## config.mk

```make
export PLATFORM = sky130hd
export DESIGN_NAME = calc_accumulator_seq_flat
export DESIGN_NICKNAME = d
export VERILOG_FILES = /design/src/rtl/calc_accumulator_seq_if.sv /design/src/rtl/calc_accumulator_seq.sv /design/src/flat_wrapper.sv
export SDC_FILE = /design/constraint.sdc
export NUM_CORES = 1
export LEC_CHECK = 0
export ABC_AREA = 1
export CAP_MARGIN = 20
export CELL_PAD_IN_SITES_DETAIL_PLACEMENT = 0
export CELL_PAD_IN_SITES_GLOBAL_PLACEMENT = 1
export CORE_ASPECT_RATIO = 1.75
export CORE_UTILIZATION = 37
export CTS_BUF_LIST = sky130_fd_sc_hd__clkbuf_4 sky130_fd_sc_hd__clkbuf_8 sky130_fd_sc_hd__clkbuf_16
export CTS_CLUSTER_SIZE = 30
export DETAILED_ROUTE_END_ITERATION = 16
export PLACE_DENSITY_LB_ADDON = 0.15
export SLEW_MARGIN = 30
export SYNTH_ARGS = -nofsm -noshare
export SYNTH_HDL_FRONTEND = slang
export SYNTH_SLANG_ARGS = --single-unit
```

## constraint.sdc

```tcl
create_clock -name clk -period 2.83 [get_ports clk]
set_clock_uncertainty 0.1 [all_clocks]
set_input_delay 0.283 -clock clk [delete_from_list [all_inputs] [get_ports clk]]
set_output_delay 0.283 -clock clk [all_outputs]
set_load 0.03 [all_outputs]
```

## src/rtl/calc_accumulator_seq_if.sv

```systemverilog
// Operand/opcode request and result bus between the calculator input logic
// and the accumulator sequencer.
interface calc_accumulator_seq_if #(
    parameter int n = 4
);
    logic           start;
    logic [1:0]     op;
    logic [n-1:0]   operand;
    logic [n-1:0]   acc;
    logic [2*n-1:0] result;
    logic           carry;
    logic           overflow;
    logic           busy;
    logic           done;

    modport master (
        output start, op, operand,
        input  acc, result, carry, overflow, busy, done
    );

    modport slave (
        input  start, op, operand,
        output acc, result, carry, overflow, busy, done
    );
endinterface

```

## src/rtl/calc_accumulator_seq.sv

```systemverilog
// Accumulator sequencer: LOAD/ADD/SUB in one cycle, unsigned MUL as an n-step
// shift-add, all arithmetic through a single shared adder_subtractor.
module adder_subtractor #(
    parameter int n = 4
) (
    input  logic [n-1:0] x,
    input  logic [n-1:0] y,
    input  logic         add_n,
    output logic [n-1:0] s,
    output logic         c_out,
    output logic         overflow
);
    logic [n-1:0] y_eff;

    // Subtraction is x + ~y + 1, so c_out=1 means "no borrow".
    assign y_eff             = y ^ {n{add_n}};
    assign {c_out, s}        = {1'b0, x} + {1'b0, y_eff} + {{n{1'b0}}, add_n};
    assign overflow          = (x[n-1] == y_eff[n-1]) && (s[n-1] != x[n-1]);
endmodule

module calc_accumulator_seq #(
    parameter int n = 4
) (
    input  logic                   clk,
    input  logic                   reset_n,
    calc_accumulator_seq_if.slave  bus
);
    localparam int CW = $clog2(n) + 1;

    typedef enum logic [1:0] {IDLE, EXEC, MUL, DONE} state_e;
    typedef enum logic [1:0] {OP_LOAD, OP_ADD, OP_SUB, OP_MUL} op_e;

    state_e         state, state_next;
    op_e            op_q;
    logic [n-1:0]   operand_q;
    logic [n-1:0]   acc_q;
    logic [n-1:0]   hi_q;
    logic           carry_q;
    logic           ovf_q;
    logic [n-1:0]   m_q;       // multiplicand
    logic [n-1:0]   l_q;       // multiplier, shifts out as product low half fills in
    logic [n-1:0]   ph_q;      // partial-product upper half, private until commit
    logic [CW-1:0]  count_q;

    logic [n-1:0]   add_x, add_y, add_s;
    logic           add_sub, add_c, add_v;
    logic           busy_c, done_c;
    logic [n:0]     step_sum;
    logic [2*n-1:0] step_next;
    logic           last_step;

    adder_subtractor #(.n(n)) u_addsub (
        .x        (add_x),
        .y        (add_y),
        .add_n    (add_sub),
        .s        (add_s),
        .c_out    (add_c),
        .overflow (add_v)
    );

    // One shift-add step: {c,sum,L} >> 1.
    assign step_sum  = l_q[0] ? {add_c, add_s} : {1'b0, ph_q};
    assign step_next = {step_sum, l_q[n-1:1]};
    assign last_step = (count_q == CW'(n - 1));

    // State register.
    // NOTE: sequential state uses non-blocking assignments so every flop samples pre-edge values.
    always_ff @(posedge clk or negedge reset_n) begin
        if (!reset_n) state <= IDLE;
        else          state <= state_next;
    end

    // Next-state logic.
    always_comb begin
        // NOTE: default first so no path leaves state_next unassigned (no latch).
        state_next = state;
        unique case (state)
            IDLE: if (bus.start) state_next = (op_e'(bus.op) == OP_MUL) ? MUL : EXEC;
            EXEC: state_next = DONE;
            MUL:  if (last_step) state_next = DONE;
            DONE: state_next = IDLE;
            default: state_next = IDLE;
        endcase
    end

    // Output / adder-steering logic.
    always_comb begin
        busy_c  = (state != IDLE);
        done_c  = (state == DONE);
        add_x   = acc_q;
        add_y   = operand_q;
        add_sub = 1'b0;
        if (state == MUL) begin
            add_x = ph_q;
            add_y = m_q;
        end else if (state == EXEC) begin
            add_sub = (op_q == OP_SUB);
        end
    end

    // Datapath registers.
    // NOTE: every datapath register is reset, since acc/result are visible immediately after reset.
    always_ff @(posedge clk or negedge reset_n) begin
        if (!reset_n) begin
            op_q      <= OP_LOAD;
            operand_q <= '0;
            acc_q     <= '0;
            hi_q      <= '0;
            carry_q   <= 1'b0;
            ovf_q     <= 1'b0;
            m_q       <= '0;
            l_q       <= '0;
            ph_q      <= '0;
            count_q   <= '0;
        end else begin
            unique case (state)
                IDLE: begin
                    if (bus.start) begin
                        op_q      <= op_e'(bus.op);
                        operand_q <= bus.operand;
                        if (op_e'(bus.op) == OP_MUL) begin
                            m_q     <= acc_q;
                            l_q     <= bus.operand;
                            ph_q    <= '0;
                            count_q <= '0;
                        end
                    end
                end
                EXEC: begin
                    hi_q <= '0;
                    if (op_q == OP_LOAD) begin
                        acc_q   <= operand_q;
                        carry_q <= 1'b0;
                        ovf_q   <= 1'b0;
                    end else begin
                        acc_q   <= add_s;
                        carry_q <= add_c;
                        ovf_q   <= add_v;
                    end
                end
                MUL: begin
                    {ph_q, l_q} <= step_next;
                    count_q     <= count_q + CW'(1);
                    if (last_step) begin
                        acc_q   <= step_next[n-1:0];
                        hi_q    <= step_next[2*n-1:n];
                        carry_q <= 1'b0;
                        ovf_q   <= |step_next[2*n-1:n];
                    end
                end
                default: ;
            endcase
        end
    end

    assign bus.acc      = acc_q;
    assign bus.result   = {hi_q, acc_q};
    assign bus.carry    = carry_q;
    assign bus.overflow = ovf_q;
    assign bus.busy     = busy_c;
    assign bus.done     = done_c;
endmodule
```

## src/flat_wrapper.sv

```systemverilog
// flat-port wrapper written by rule: the top's interface ports become plain ports
module calc_accumulator_seq_flat 
#(
    parameter int n = 4
)
  (clk, reset_n, bus_start, bus_op, bus_operand, bus_acc, bus_result, bus_carry, bus_overflow, bus_busy, bus_done);
  calc_accumulator_seq_if #(.n(n)) bus_i ();
  input  logic clk;
  input  logic reset_n;
  input wire logic [$bits(bus_i.start)-1:0] bus_start;
  input wire logic [$bits(bus_i.op)-1:0] bus_op;
  input wire logic [$bits(bus_i.operand)-1:0] bus_operand;
  output wire logic [$bits(bus_i.acc)-1:0] bus_acc;
  output wire logic [$bits(bus_i.result)-1:0] bus_result;
  output wire logic [$bits(bus_i.carry)-1:0] bus_carry;
  output wire logic [$bits(bus_i.overflow)-1:0] bus_overflow;
  output wire logic [$bits(bus_i.busy)-1:0] bus_busy;
  output wire logic [$bits(bus_i.done)-1:0] bus_done;
  assign bus_i.start = bus_start;
  assign bus_i.op = bus_op;
  assign bus_i.operand = bus_operand;
  assign bus_acc = bus_i.acc;
  assign bus_result = bus_i.result;
  assign bus_carry = bus_i.carry;
  assign bus_overflow = bus_i.overflow;
  assign bus_busy = bus_i.busy;
  assign bus_done = bus_i.done;
  calc_accumulator_seq #(.n(n)) u_core (.clk(clk), .reset_n(reset_n), .bus(bus_i));
endmodule
```

* Word-level counts from Yosys, hierarchy flattened *
Index checks and enable logic that the tools add are counted.

operators by class
  bitwise logic cells = 1
  eq/ne operators = 11
  mux-type cells = 29
  reduce and logical (&&, ||, !) cells = 12
  add/subtract/negate cells = 3

operator list
  operator             number
  $mux 4               9
  $pmux 4 s2           4
  $eq 2x2->1 const B   4
  $pmux 2 s4           1
  $mux 1               6
  $mux 2               3
  $mux 3               2
  $pmux 3 s2           1
  $reduce_and 2->1     3
  $reduce_and 3->1     2
  $reduce_bool 2->1    3
  $add 4x4->5          1
  $add 5x1->5          1
  $mux 5               1
  $logic_not 2->1      2
  $ne 2x1->1 const B   2
  $pmux 1 s2           2
  $reduce_or 4->1      1
  $xor 4x4->4          1
  $add 3x1->3 const B  1
  $eq 3x2->1 const B   1
  $eq 2x1->1 const B   1
  $ne 2x2->1 const B   1
  $eq 1x1->1           1
  2 further kinds      2

storage, ports and cells
  input port bits = 9
  output and inout bits = 16
  register bits = 33
  word-level logic and storage cells = 67

* Logic depth before layout (Yosys ltp) *
  depth after elaboration = 10
  mapped depth = 19
  depth with buffers taken out = 18

* Modules after synthesis *
Synthesis repeated with hierarchy kept, for this count alone.

second synthesis, totals
  cell total of the unflattened synthesis = 271
  area total of the unflattened synthesis = 2034.5 um^2

modules (own cells, without submodules)
  module                cells each  instances  area an instance (um^2)  seq. area each (um^2)
  calc_accumulator_seq  245         1          1831.8                   825.8
  adder_subtractor      26          1          202.7                    0.0

* Least setup slack after synthesis *
Ideal clock, no wire load.

  path kind = reg2reg
  start point = register u_core.state[0]
  end point = register u_core.ovf_q, in the netlist u_core.bus.overflow
  cell stages (with the launch flop) = 18
  setup time = 0.125 ns
  slack = 0.202 ns
  data arrival time = 2.403 ns
  path buffers = 1
  period minus slack after synthesis = 2.628 ns
  required time = 2.605 ns
  cells stage by stage = dfrtp_1 > inv_1 > ha_1 > inv_2 > buf_2 > nand2_1 > inv_1 > a21oi_1 > xor2_1 > fa_1 > a21oi_1 > nor2_1 > o21ai_0 > nand3_1 > nand2_1 > nand2_1 > nand2_1 > nand3_1

on the way
  longest elaborated chain between the ends = 10
  elaborated cells between the ends (all ways) = 20
  classes of those cells = add/sub (2); eq/ne (5); mux (8); bitwise (1); reduce/logical (4)

RTL lines
  what                                                  RTL line                                                  source
  start, declared                                       calc_accumulator_seq.sv:33                                state_e state, state_next;
  start signal, assigned                                calc_accumulator_seq.sv:70                                else state <= state_next;
  $eq 2x1->1                                            calc_accumulator_seq.sv:96, calc_accumulator_seq.sv:116
  $mux 1                                                calc_accumulator_seq.sv:96                                end else if (state == EXEC) begin
  $mux 1                                                calc_accumulator_seq.sv:93                                if (state == MUL) begin
  $xor 4x4->4                                           calc_accumulator_seq.sv:16                                assign y_eff = y ^ {n{add_n}};
  $add 4x4->5                                           calc_accumulator_seq.sv:17                                assign {c_out, s} = {1'b0, x} + {1'b0, y_eff} + {{n{1'b0}}, add_n};
  $add 5x1->5                                           calc_accumulator_seq.sv:17
  $mux 5 or $ne 1x1->1 (tied branches)                  calc_accumulator_seq.sv:62, calc_accumulator_seq.sv:18
  $reduce_or 4->1 or $logic_and 1x1->1 (tied branches)  calc_accumulator_seq.sv:148, calc_accumulator_seq.sv:18
  $mux 1, on equally long branches                      calc_accumulator_seq.sv:144, calc_accumulator_seq.sv:131
  $pmux 1 s2                                            calc_accumulator_seq.sv:116                               unique case (state)
  end signal, assigned                                  calc_accumulator_seq.sv:138                               ovf_q <= add_v;
  end signal, assigned                                  calc_accumulator_seq.sv:148                               ovf_q <= |step_next[2*n-1:n];
  end, declared                                         calc_accumulator_seq.sv:39                                logic ovf_q;

Parallel ways exist; a longest one is shown, timed or not. The select of a mux whose other input is x is not followed.
A chain may end at the register's enable or synchronous reset.

* Final worst setup path *
Same ends and word-level chain as after synthesis.

==> flow_summary.toml <==
[yosys]
synthAdderAreaFrac = 0.0686
yosysTopAreaCellShare = 0.427
synth_compound_area_frac = 0.133
ys_seq_area_frac = 0.427
synth_edf_count = 0
yosysWarningCount = 0
async_reset_ff_frac = 1.00
synth_flop_cell = "dfrtp_1"
synth_common_cells = "nand2_1, dfrtp_1, inv_1"
yosysMostFrequentCell = "nand2_1"
synth_top_family_by_area = "simple AND/OR/NAND/NOR gates"
synthMuxAreaShare = 0.0336
yosys.area.top_type = "dfrtp_1"
synth-simple-area-share = 0.232
ys_ff_latch = 33
synthCells = 234
synth.area.top_cells = "dfrtp_1, nand2_1, ha_1, o21ai_0, inv_1"
syn_nets = 253
ys_types = 34
synth_area_um2 = 1930
synth_xor_area_frac = 0.0226
avgSynthCellArea_um2 = 8.27

[layout]
fillers = 515
n_antenna_cell = 0
layout.nets = 280
drive_gt1_frac = 0.160
syn_to_final_growth_pct = 22.1

[global_route]
grt_pass1_vias = 1570
grt_pass1_wl_mm = 7.69
antenna_found_initial = 0
grt_max_degree = 34
grtUsageTotal = 0.186
grt_overflow = 0

[critical_path]
endpoint_kind = "flip-flop"
arrival_ns = 2.59
slowest_stage = "fa_2"
r2r_start = "u_core.state[0]"
cp.required_ns = 2.90
worstSetupStartpoint = "u_core.state[0]"
cp_cell_sequence = "inv_1, ha_4, inv_2, nand2_1, inv_1, a21oi_1, xor2_1, fa_2, mux2i_1, nand3_1, nand2_1, nand2_1, nand2_1, nand3_1"
start_kind = "flip-flop"
worstPathMaxFanout = 7
critPathMostFrequentCell = "nand2_1"
critPathKind = "reg -> reg"
cp_slowest_stage_delay_ns = 0.51

[clocking]
tritoncts = "built"
post_cts_buffers = 0
clkSlewWorstSetupHoldPaths_ns = 0.07
hold_buffers = 0
cts_resized = 0
cts_root_buf = "clkbuf_8"
clockBufferDepth = 2
worstSkewPairLatency_ns = 0.28
h-tree-depth = 2
cts_made_buffers = 5
cts.sinks = 33

[flow_run]
max_cap_violations = 0

[floorplan]
die_y_um = 97.7
rows = 34
fp.coreArea_um2 = 4980
die-area_um2 = 5530
start_util = 0.389
ios = 25
die_w_um = 56.7

[sta]
worstMarginPinSlew_ns = 0.507
slew_headroom = 0.662
finalHoldViolCount = 0
rsz0062_at_grt = "false"
timing.fmax_mhz = 396
setup_viol_count_final = 0
fin_crit_ns = 2.53
final.setup.tns_ns = 0
timing.final.max_slew_violations = 0
fin_crit_sh = 0.893

[worst_hold_path]
hold_path_class = "in -> async"

[drt]
drcViolationCount = 0
drt-initial-drc-count = 45
wl_per_cell_um = 14.4
dr_total_vias = 1572
finalWirelength_mm = 4.55
dr.pass1.iters = 4
via_per_inst = 4.97
postRouteAntennaNets = 0

[place]
port_buffers = 24
place_congestion = 0.953
dp_hpwl_mm = 3.57

[outcome]
status = "completed"
[worst max-delay path: cells and delay by family (launching register included)]
kind	cells	cell delay [ns]
AO/OA/AOI/OAI	1	0.15
XOR/XNOR	1	0.28
adder cells (fa/ha/maj)	2	0.70
buffers and inverters	3	0.23
flip-flops	1	0.38
multiplexers	1	0.21
AND/OR/NAND/NOR	6	0.38
[worst paths after layout]
path | end | slack [ns] | cells after the start
worst max-delay path | u_core.bus.overflow | 0.30 | 14
worst min-delay path | u_core.m_q[2] | 0.30 | 2
worst max register to register | u_core.bus.overflow | 0.30 | 14
worst min register to register | u_core.hi_q[2] | 0.38 | 2
max in group asynchronous | u_core.count_q[0] | 2.01 | 2
min in group clk | u_core.hi_q[2] | 0.38 | 2
[cell usage in the layout, fill, tap and decap left out, types with 2 or more instances in the layout]
cell	count
nand2_1	64
dfrtp_1	33
clkdlybuf4s50_1	24
inv_1	21
nor2_1	18
o21ai_0	17
a21oi_1	10
ha_1	8
nand2_2	7
nand3_1	6
clkbuf_8	6
buf_4	6
mux2_2	4
o21ai_1	3
inv_2	3
a31oi_2	3
xnor2_1	2
xor2_1	2
mux2i_1	2
o21ai_2	2
a31oi_1	2
o22ai_1	2
nand3_2	2
[metrics by stage]
stage               instance area, µm²  hold WS, ns  instances  setup slack [ns]  utilization
floorplan                         1930       -0.113        234             0.202            -
global placement                  2220        0.365        308             0.157        0.445
detailed placement                2220        0.367        308             0.140        0.445
CTS                               2340        0.327        316             0.125        0.469
global route                      2360        0.378        316            0.0231        0.475
finish                            2360        0.302        316             0.303        0.475
[state kept, by name, indices dropped and copies added (netlist names)]
signal	flops
u_core.operand_q	4
u_core.m_q	4
u_core.state	2
u_core.op_q	2
u_core.count_q	3
u_core.hi_q	4
u_core.bus.overflow	1
u_core.bus.carry	1
u_core.ph_q	4
u_core.l_q	4
u_core.bus.acc	4
[per-layer routing]
| layer | part of all wire | track usage | up-vias |
|---|---|---|---|
| met5 | 0 | 0 | - |
| met4 | 0.052 | 0.128 | 0 |
| met3 | 0.026 | 0.0346 | 16 |
| met2 | 0.51 | 0.317 | 31 |
| met1 | 0.41 | 0.202 | 722 |
| li1 | - | - | 803 |
[cell type report]
| type | instances | area (µm²) | share of cell area |
|---|---|---|---|
| multi-input combinational | 167 | 973 | 0.412 |
| sequential | 33 | 826 | 0.350 |
| timing repair buffer | 30 | 285 | 0.121 |
| clock buffer | 7 | 90.1 | 0.0381 |
| inverter | 24 | 90.1 | 0.0381 |
| tap | 54 | 67.6 | 0.0286 |
| clock inverter | 1 | 30.0 | 0.0127 |
[cells by family after synthesis]
| group | count (synthesis) |
|---|---|
| and+or+nand+nor | 103 |
| muxes | 6 |
| AOI/OAI and AO/OA | 43 |
| buffers and inverters | 34 |
| xor gates and xnor gates | 5 |
| adders and majority gates | 10 |
| DFF | 33 |
Power is not shown: default switching activity piles up to over one toggle a cycle in this logic, so the estimate is an artifact.
